<file path="config.mk">
export PLATFORM = sky130hd
export DESIGN_NAME = ahb_gpio_param_flat
export DESIGN_NICKNAME = d
export VERILOG_FILES = /design/src/rtl/ahb_gpio_param_if.sv /design/src/rtl/ahb_gpio_param.sv /design/src/flat_wrapper.sv
export SDC_FILE = /design/constraint.sdc
export NUM_CORES = 1
export LEC_CHECK = 0
export BUFFER_PORTS_ARGS = -buffer_cell sky130_fd_sc_hd__buf_2
export CAP_MARGIN = 20
export CORE_AREA = 3 3 115 117
export CTS_BUF_LIST = sky130_fd_sc_hd__clkbuf_8
export CTS_CLUSTER_DIAMETER = 80
export DETAILED_ROUTE_END_ITERATION = 10
export DIE_AREA = 0 0 118 120
export PLACE_DENSITY = 0.82
export SYNTH_ARGS = -nofsm -noshare
export SYNTH_HDL_FRONTEND = slang
export SYNTH_SLANG_ARGS = --single-unit
</file>
<file path="constraint.sdc">
create_clock -name HCLK -period 1.55 [get_ports HCLK]
set_input_delay 0 -clock HCLK [delete_from_list [all_inputs] [get_ports HCLK]]
set_output_delay 0 -clock HCLK [all_outputs]
set_load 0.02 [all_outputs]
</file>
<file path="src/rtl/ahb_gpio_param_if.sv">
// AHB-Lite bus signals between the decoder/mux and the GPIO slave.
interface ahb_gpio_param_if;
  logic        HSEL;
  logic [31:0] HADDR;
  logic [1:0]  HTRANS;
  logic        HWRITE;
  logic [2:0]  HSIZE;
  logic [31:0] HWDATA;
  logic        HREADY;
  logic [31:0] HRDATA;
  logic        HREADYOUT;
  logic        HRESP;

  modport slave (
    input  HSEL, HADDR, HTRANS, HWRITE, HSIZE, HWDATA, HREADY,
    output HRDATA, HREADYOUT, HRESP
  );

  modport master (
    output HSEL, HADDR, HTRANS, HWRITE, HSIZE, HWDATA, HREADY,
    input  HRDATA, HREADYOUT, HRESP
  );
endinterface

</file>
<file path="src/rtl/ahb_gpio_param.sv">
// Parametrised AHB-Lite GPIO slave: direction/data registers, synchronised inputs,
// per-bit edge interrupts with a write-1-to-clear status register.
module ahb_gpio_param #(
  parameter int GPIO_WIDTH  = 16,
  parameter int SYNC_STAGES = 2
) (
  input  logic                  HCLK,
  input  logic                  HRESETn,
  ahb_gpio_param_if.slave       ahb,
  input  logic [GPIO_WIDTH-1:0] GPIOIN,
  output logic [GPIO_WIDTH-1:0] GPIOOUT,
  output logic [GPIO_WIDTH-1:0] GPIOOE,
  output logic                  GPIOINT
);

  logic                  r_valid;
  logic [4:0]            r_addr;
  logic                  r_write;
  logic [2:0]            r_size;

  logic [GPIO_WIDTH-1:0] r_dout;
  logic [GPIO_WIDTH-1:0] r_dir;
  logic [GPIO_WIDTH-1:0] r_inten;
  logic [GPIO_WIDTH-1:0] r_intpol;
  logic [GPIO_WIDTH-1:0] r_intstat;
  logic [GPIO_WIDTH-1:0] r_sync [SYNC_STAGES];
  logic [GPIO_WIDTH-1:0] r_prev;

  logic [3:0]            w_lanes;
  logic [31:0]           w_bmask32;
  logic [GPIO_WIDTH-1:0] w_wmask;
  logic [GPIO_WIDTH-1:0] w_wdata;
  logic                  w_wr;
  logic                  w_wrDout;
  logic                  w_wrDir;
  logic                  w_wrInten;
  logic                  w_wrIntpol;
  logic                  w_wrStat;
  logic [GPIO_WIDTH-1:0] w_w1c;
  logic [GPIO_WIDTH-1:0] w_din;
  logic [GPIO_WIDTH-1:0] w_rise;
  logic [GPIO_WIDTH-1:0] w_fall;
  logic [GPIO_WIDTH-1:0] w_ev;
  logic [31:0]           w_rdmux;
  logic                  w_unused;

  // Address phase capture; the data phase always completes on the next edge.
  always_ff @(posedge HCLK or negedge HRESETn) begin
    if (!HRESETn) begin
      r_valid <= 1'b0;
      r_addr  <= '0;
      r_write <= 1'b0;
      r_size  <= '0;
    end else if (ahb.HSEL && ahb.HREADY && ahb.HTRANS[1]) begin
      r_valid <= 1'b1;
      r_addr  <= ahb.HADDR[4:0];
      r_write <= ahb.HWRITE;
      r_size  <= ahb.HSIZE;
    end else begin
      r_valid <= 1'b0;
    end
  end

  always_comb begin
    w_lanes = 4'b0000;
    case (r_size[1:0])
      2'd0:    w_lanes = 4'b0001 << r_addr[1:0];
      2'd1:    w_lanes = r_addr[1] ? 4'b1100 : 4'b0011;
      default: w_lanes = 4'b1111;
    endcase
  end

  assign w_bmask32  = {{8{w_lanes[3]}}, {8{w_lanes[2]}}, {8{w_lanes[1]}}, {8{w_lanes[0]}}};
  assign w_wmask    = w_bmask32[GPIO_WIDTH-1:0];
  assign w_wdata    = ahb.HWDATA[GPIO_WIDTH-1:0];
  assign w_wr       = r_valid & r_write;
  assign w_wrDout   = w_wr && (r_addr[4:2] == 3'd0);
  assign w_wrDir    = w_wr && (r_addr[4:2] == 3'd1);
  assign w_wrInten  = w_wr && (r_addr[4:2] == 3'd3);
  assign w_wrIntpol = w_wr && (r_addr[4:2] == 3'd4);
  assign w_wrStat   = w_wr && (r_addr[4:2] == 3'd5);
  assign w_w1c      = w_wrStat ? (w_wdata & w_wmask) : '0;

  always_ff @(posedge HCLK or negedge HRESETn) begin
    if (!HRESETn) begin
      r_dout   <= '0;
      r_dir    <= '0;
      r_inten  <= '0;
      r_intpol <= '0;
    end else begin
      if (w_wrDout)   r_dout   <= (r_dout   & ~w_wmask) | (w_wdata & w_wmask);
      if (w_wrDir)    r_dir    <= (r_dir    & ~w_wmask) | (w_wdata & w_wmask);
      if (w_wrInten)  r_inten  <= (r_inten  & ~w_wmask) | (w_wdata & w_wmask);
      if (w_wrIntpol) r_intpol <= (r_intpol & ~w_wmask) | (w_wdata & w_wmask);
    end
  end

  always_ff @(posedge HCLK or negedge HRESETn) begin
    if (!HRESETn) begin
      for (int i = 0; i < SYNC_STAGES; i++) r_sync[i] <= '0;
      r_prev <= '0;
    end else begin
      r_sync[0] <= GPIOIN;
      for (int i = 1; i < SYNC_STAGES; i++) r_sync[i] <= r_sync[i-1];
      r_prev <= w_din;
    end
  end

  assign w_din  = r_sync[SYNC_STAGES-1];
  assign w_rise = w_din & ~r_prev;
  assign w_fall = ~w_din & r_prev;
  assign w_ev   = ((r_intpol & w_rise) | (~r_intpol & w_fall)) & ~r_dir;

  // A fresh event beats a simultaneous software clear.
  always_ff @(posedge HCLK or negedge HRESETn) begin
    if (!HRESETn) r_intstat <= '0;
    else          r_intstat <= w_ev | (r_intstat & ~w_w1c);
  end

  always_comb begin
    w_rdmux = '0;
    case (r_addr[4:2])
      3'd0:    w_rdmux[GPIO_WIDTH-1:0] = r_dout;
      3'd1:    w_rdmux[GPIO_WIDTH-1:0] = r_dir;
      3'd2:    w_rdmux[GPIO_WIDTH-1:0] = w_din;
      3'd3:    w_rdmux[GPIO_WIDTH-1:0] = r_inten;
      3'd4:    w_rdmux[GPIO_WIDTH-1:0] = r_intpol;
      3'd5:    w_rdmux[GPIO_WIDTH-1:0] = r_intstat;
      default: w_rdmux = '0;
    endcase
  end

  assign ahb.HRDATA    = (r_valid && !r_write) ? w_rdmux : 32'h0;
  assign ahb.HREADYOUT = 1'b1;
  assign ahb.HRESP     = 1'b0;
  assign GPIOOUT       = r_dout;
  assign GPIOOE        = r_dir;
  assign GPIOINT       = |(r_intstat & r_inten);

  assign w_unused = ^{ahb.HADDR[31:5], ahb.HTRANS[0], ahb.HWDATA, w_bmask32, r_size[2]};

endmodule

</file>
<file path="src/flat_wrapper.sv">
// flat-port wrapper written by rule: the top's interface ports become plain ports
module ahb_gpio_param_flat 
#(
  parameter int GPIO_WIDTH  = 16,
  parameter int SYNC_STAGES = 2
)
  (HCLK, HRESETn, GPIOIN, GPIOOUT, GPIOOE, GPIOINT, ahb_HSEL, ahb_HADDR, ahb_HTRANS, ahb_HWRITE, ahb_HSIZE, ahb_HWDATA, ahb_HREADY, ahb_HRDATA, ahb_HREADYOUT, ahb_HRESP);
  ahb_gpio_param_if ahb_i ();
  input  logic HCLK;
  input  logic HRESETn;
  input  logic [GPIO_WIDTH-1:0] GPIOIN;
  output logic [GPIO_WIDTH-1:0] GPIOOUT;
  output logic [GPIO_WIDTH-1:0] GPIOOE;
  output logic GPIOINT;
  input wire logic [$bits(ahb_i.HSEL)-1:0] ahb_HSEL;
  input wire logic [$bits(ahb_i.HADDR)-1:0] ahb_HADDR;
  input wire logic [$bits(ahb_i.HTRANS)-1:0] ahb_HTRANS;
  input wire logic [$bits(ahb_i.HWRITE)-1:0] ahb_HWRITE;
  input wire logic [$bits(ahb_i.HSIZE)-1:0] ahb_HSIZE;
  input wire logic [$bits(ahb_i.HWDATA)-1:0] ahb_HWDATA;
  input wire logic [$bits(ahb_i.HREADY)-1:0] ahb_HREADY;
  output wire logic [$bits(ahb_i.HRDATA)-1:0] ahb_HRDATA;
  output wire logic [$bits(ahb_i.HREADYOUT)-1:0] ahb_HREADYOUT;
  output wire logic [$bits(ahb_i.HRESP)-1:0] ahb_HRESP;
  assign ahb_i.HSEL = ahb_HSEL;
  assign ahb_i.HADDR = ahb_HADDR;
  assign ahb_i.HTRANS = ahb_HTRANS;
  assign ahb_i.HWRITE = ahb_HWRITE;
  assign ahb_i.HSIZE = ahb_HSIZE;
  assign ahb_i.HWDATA = ahb_HWDATA;
  assign ahb_i.HREADY = ahb_HREADY;
  assign ahb_HRDATA = ahb_i.HRDATA;
  assign ahb_HREADYOUT = ahb_i.HREADYOUT;
  assign ahb_HRESP = ahb_i.HRESP;
  ahb_gpio_param #(.GPIO_WIDTH(GPIO_WIDTH), .SYNC_STAGES(SYNC_STAGES)) u_core (.HCLK(HCLK), .HRESETn(HRESETn), .ahb(ahb_i), .GPIOIN(GPIOIN), .GPIOOUT(GPIOOUT), .GPIOOE(GPIOOE), .GPIOINT(GPIOINT));
endmodule
</file>
Word level (Yosys, flattened, before mapping) --
Index checks and enable logic that the tools add are counted.
Cells by class: eq/ne operators 6, shifts and indexed selects 1, muxes and demuxes 6, bitwise gates (word level) 25, reductions and logical operators 12
Operator list (count):
- 16-bit AND | 12
- 16-bit NOT | 6
- 16-bit OR | 6
- 16-bit case mux with 6 select lines | 1
- 16-bit two-way mux | 2
- 16-bit OR reduction | 1
- 1-bit logical AND | 8
- 3-bit by 2-bit equality test with 1-bit output (second input constant) | 2
- 3-bit equality test (second input constant) | 2
- 2-bit case mux with 2 select lines | 1
- 3-bit by 1-bit equality test with 1-bit output (second input constant) | 1
- 3-bit zero test | 1
- 2-bit by 1-bit equality test with 1-bit output (second input constant) | 1
- 2-bit zero test | 1
- 2-bit two-way mux | 1
- 1-bit by 2-bit << shifter with 2-bit output (first input constant) | 1
- 1-bit AND | 1
- 1-bit zero test | 1
- 1-bit two-way mux | 1
Storage, ports and cells: register bits 137, output and inout port bits 67, logic and storage cells 62

Longest topological paths before layout --
word-level depth 7, mapped depth 6, gate-level depth less buffers 4

Worst setup path before layout --
Ideal clock, no wire load.
path type register -> register, start register u_core.r_addr[4], end register with a tool-made name, library setup time 0.125 ns, data arrival time 1.409 ns, data required time 1.425 ns, slack 0.016 ns, stages on the path, launching flop included 6, buffers on the path 2, period minus slack after synthesis 1.534 ns, cells stage by stage dfrtp_1 -> buf_4 -> nor3_1 -> and2_2 -> buf_6 -> mux2_2
RTL lines:
- start, declared | RTL line ahb_gpio_param.sv:17 | logic [4:0] r_addr;
- start signal, assigned | RTL line ahb_gpio_param.sv:56 | r_addr <= ahb.HADDR[4:0];

Worst setup path in the final report --
start register u_core.r_addr[2], end output port ahb_HRDATA[14]
On the way: cells in the longest elaborated chain, start to end 3, elaborated cells between the ends (all ways) 8
RTL lines:
- 3-bit equality test, or another cell as far along | RTL line ahb_gpio_param.sv:122 | case (r_addr[4:2])
- 16-bit case mux with 6 select lines * | RTL line ahb_gpio_param.sv:122
- 16-bit two-way mux * | RTL line ahb_gpio_param.sv:133 | assign ahb.HRDATA = (r_valid && !r_write) ? w_rdmux : 32'h0;
- end, declared | RTL line flat_wrapper.sv:22 | output wire logic [$bits(ahb_i.HRDATA)-1:0] ahb_HRDATA;
Every way passes the cells marked *; elsewhere a longest branch is shown, timed or not.

==> impl_results.md <==
- Final ANT Viol Nets: 0
- Worst-skew pair later-pin latency: approximately 0.47 ns
- Seq/Total Area, Yosys: 0.5580
- Number of setup violations in the final report: 89
- Number of global-route vias before repair: 5116
- Register-to-Register Setup Slack: -0.41 ns
- Total I/O pin count: 157
- Count of unresolved DRC violations after routing: 0
- Width of the die: 118 um
- Reg2Reg Depth: 7
- Remaining Overflow, GRT: 0
- Core Area: between 0.01 and 0.015 mm^2
- Footprint of the flip-flops and latches: around 0.0034 mm^2
- Vias per cell: 5.897
- Syn Inst Count: about 460
- Critical path capture point type: output pin
- Port Buffer Count: 93
- Initial cell density of the core: 0.4928
- Number of DRC violations after detailed-routing iteration 0: approximately 460
- Routed WL per cell: 23.75 um
- Number of synthesized register bits: between 100 and 150
- Layer with the highest usage: met2
- Final wirelength: roughly 20000 um
- Post-route setup slack: -0.5308 ns
- H-Tree Depth: 4
- TritonCTS sink count: between 100 and 150
- Clock edge transition at the registers on the reported setup and hold paths: ~0.090 ns
- Final nets: 751
- Relative area change from synthesis to final layout: 42.67%
- Iteration count of the initial detailed-routing pass: 5
- Pin count of the biggest net entering global routing: 55
- Total global-route track usage: 0.2635
- Worst clock skew: 0.02074 ns
- Final number of max-transition violations: 0
- Status: finished, violations left
- Antenna cells: 0
- Post-synthesis cell type count: 44
- Height of the chip: about 120 um
- Post-synthesis instance area: 0.006143 mm^2
- Worst hold margin: 0.02224 ns
- Mean post-synth cell area: roughly 13 um^2
- Routability congestion estimate from global placement: 0.8804
- Top FF cell, synth: sky130_fd_sc_hd__dfrtp_1
- Maximum net fanout on the critical path: 7
- First-pass GRT wire length: between 20000 and 30000 um
- DIE AREA: roughly 0.014 mm^2
- Final worst path period share: 1.342
- # rows: 41
- Violations in the final reports: negative setup slack
- Critical Setup Path Class: register to output pin
- Total Power Consumption: roughly 12000 uW
- Total via count after detailed routing: roughly 5k
- Startpoint kind of the worst setup timing path: register
- Number of buffers on the longest clock path: 2
- Power per unit of standard cell area: 1321 mW/mm^2
- Clock tree from TritonCTS: done
- Number of violations of the max-capacitance limit: 0
- Clock buffers created by TritonCTS: 17
- Minimum clock period after layout: roughly 2.1 ns
- Count of flip-flops with a built-in enable after synthesis: 0
- Peak supply drop: a little under 900 uV
- Type of the most critical hold path: primary input to async pin
- Met2 track demand over resource in global routing: 0.4269
- CTS root buffer: sky130_fd_sc_hd__clkbuf_8
- HPWL after detailed placement: between 10000 and 15000 um
- Number of hold violations in the final report: 0
- Data required time at the worst endpoint: about 1.6 ns
- Routing usage on met3: 0.07776
- Area taken by multi-input logic gates: around 0.0029 mm^2
- Share of post-route cells with drive strength above 1: 0.5104
- Count of fill cells added during filler insertion: ~760
- Initial antenna violation count: 0
- Signal arrival time at the worst endpoint: roughly 2.1 ns
- Warning count from the yosys run: 0
- Fin cells: 846
- Leakage Power: 0.004093 uW
- RR Startpoint: u_core.r_addr[2]
- Highest Clock Rate: between 400 and 500 MHz
- Share of flip-flops with an asynchronous set or reset: 1.000
- Cells after DPL: about 750
- RSZ-0062 raised after global routing: true
- Global-route track usage on met1: 0.3191
## cells by family after synthesis
group,share of synthesized area
mux,0.2169
simple gates,0.07475
other cells,0.001222
compound gates,0.09674
buf+inv,0.05234
flops,0.5580
## area by class of cell
cell class,count,area share
Tap cell,172,0.02455
Inverter,22,0.009707
Multi-Input combinational cell,284,0.3349
Clock inverter,12,0.02227
Sequential cell,137,0.3919
Clock buffer,20,0.03141
Timing Repair Buffer,199,0.1853
## how the worst max path moves through the flow
stage                     depth (start not counted)             end  slack (ns)              from
final                                             7  ahb_HRDATA[14]       -0.53  u_core.r_addr[2]
after CTS                                         6  ahb_HRDATA[10]       -0.42  u_core.r_addr[2]
after detailed placement                          5        register       -0.10  u_core.r_size[1]
after global routing                              7  ahb_HRDATA[14]       -0.55  u_core.r_addr[2]
after global placement                            5        register       -0.07  u_core.r_size[1]
after floorplan                                   5        register        0.02  u_core.r_addr[4]
## per-layer routing
metal / up-vias / share of wire
li1: 2028 / -
met1: 2529 / 0.39
met2: 342 / 0.48
met3: 90 / 0.080
met4: 0 / 0.048
met5: - / 0
## cell usage after synthesis, types with 7 or more instances
cell type / number / area share
sky130_fd_sc_hd__a21o_1: 8 / 0.0098
sky130_fd_sc_hd__a21oi_1: 27 / 0.022
sky130_fd_sc_hd__buf_4: 23 / 0.028
sky130_fd_sc_hd__dfrtp_1: 137 / 0.56
sky130_fd_sc_hd__inv_1: 21 / 0.013
sky130_fd_sc_hd__mux2_2: 60 / 0.11
sky130_fd_sc_hd__mux2_4: 16 / 0.039
sky130_fd_sc_hd__mux2i_1: 18 / 0.029
sky130_fd_sc_hd__mux4_2: 10 / 0.037
sky130_fd_sc_hd__nand2_1: 15 / 0.0092
sky130_fd_sc_hd__nor2_1: 7 / 0.0043
sky130_fd_sc_hd__nor2b_1: 17 / 0.017
sky130_fd_sc_hd__nor3b_1: 16 / 0.020
sky130_fd_sc_hd__o22ai_1: 18 / 0.018
sky130_fd_sc_hd__o2bb2ai_1: 8 / 0.011
## repair_timing
action	in CTS	in global routing
gates resized for setup	112	62
setup buffers	16	11
hold buffers	41	0
hold endpoints to repair	241	0
cloned	2	0
pin swaps	24	17
setup endpoints to repair	85	97
## through the flow
step / setup TNS [ns] / area (um^2) / worst slack, ns / utilization
floorplan: 0 / 6203 / 0.01588 / -
global placement: -1.842 / 7020 / -0.06663 / 0.5632
detailed placement: -2.982 / 7020 / -0.1002 / 0.5632
CTS: -9.700 / 8467 / -0.4210 / 0.6792
global route: -25.93 / 8765 / -0.5531 / 0.7031
finish: -23.18 / 8765 / -0.5308 / 0.7031
## power by group
part	internal (uW)	switching (uW)	total [uW]
Combinational	1750	1580	3330
Sequential	4070	652	4730
Clock	2040	1480	3520
Total	7870	3710	11600
## critical path, cell delays in order, from the launching register on
cell	delay [ns]
sky130_fd_sc_hd__dfrtp_2	0.52
sky130_fd_sc_hd__buf_6	0.19
sky130_fd_sc_hd__buf_6	0.10
sky130_fd_sc_hd__mux2i_1	0.24
sky130_fd_sc_hd__nor2_1	0.07
sky130_fd_sc_hd__a31oi_1	0.17
sky130_fd_sc_hd__a21oi_1	0.14
sky130_fd_sc_hd__buf_4	0.19
## placed cells by master, fill, tap and decap left out, types with 8 or more instances in the layout
cell and n:
sky130_fd_sc_hd__buf_6 30, sky130_fd_sc_hd__nor3b_1 16, sky130_fd_sc_hd__inv_2 9, sky130_fd_sc_hd__buf_4 41, sky130_fd_sc_hd__nor2b_1 16, sky130_fd_sc_hd__o22ai_1 10, sky130_fd_sc_hd__mux2_4 60, sky130_fd_sc_hd__dlygate4sd3_1 41
sky130_fd_sc_hd__mux4_2 10, sky130_fd_sc_hd__mux2i_1 18, sky130_fd_sc_hd__dfrtp_1 132, sky130_fd_sc_hd__buf_2 78, sky130_fd_sc_hd__clkbuf_8 20, sky130_fd_sc_hd__inv_1 13, sky130_fd_sc_hd__mux2_2 17, sky130_fd_sc_hd__conb_1 18
sky130_fd_sc_hd__a21o_1 8, sky130_fd_sc_hd__a21oi_1 24
Note: power is estimated with default switching activity, not from simulation.
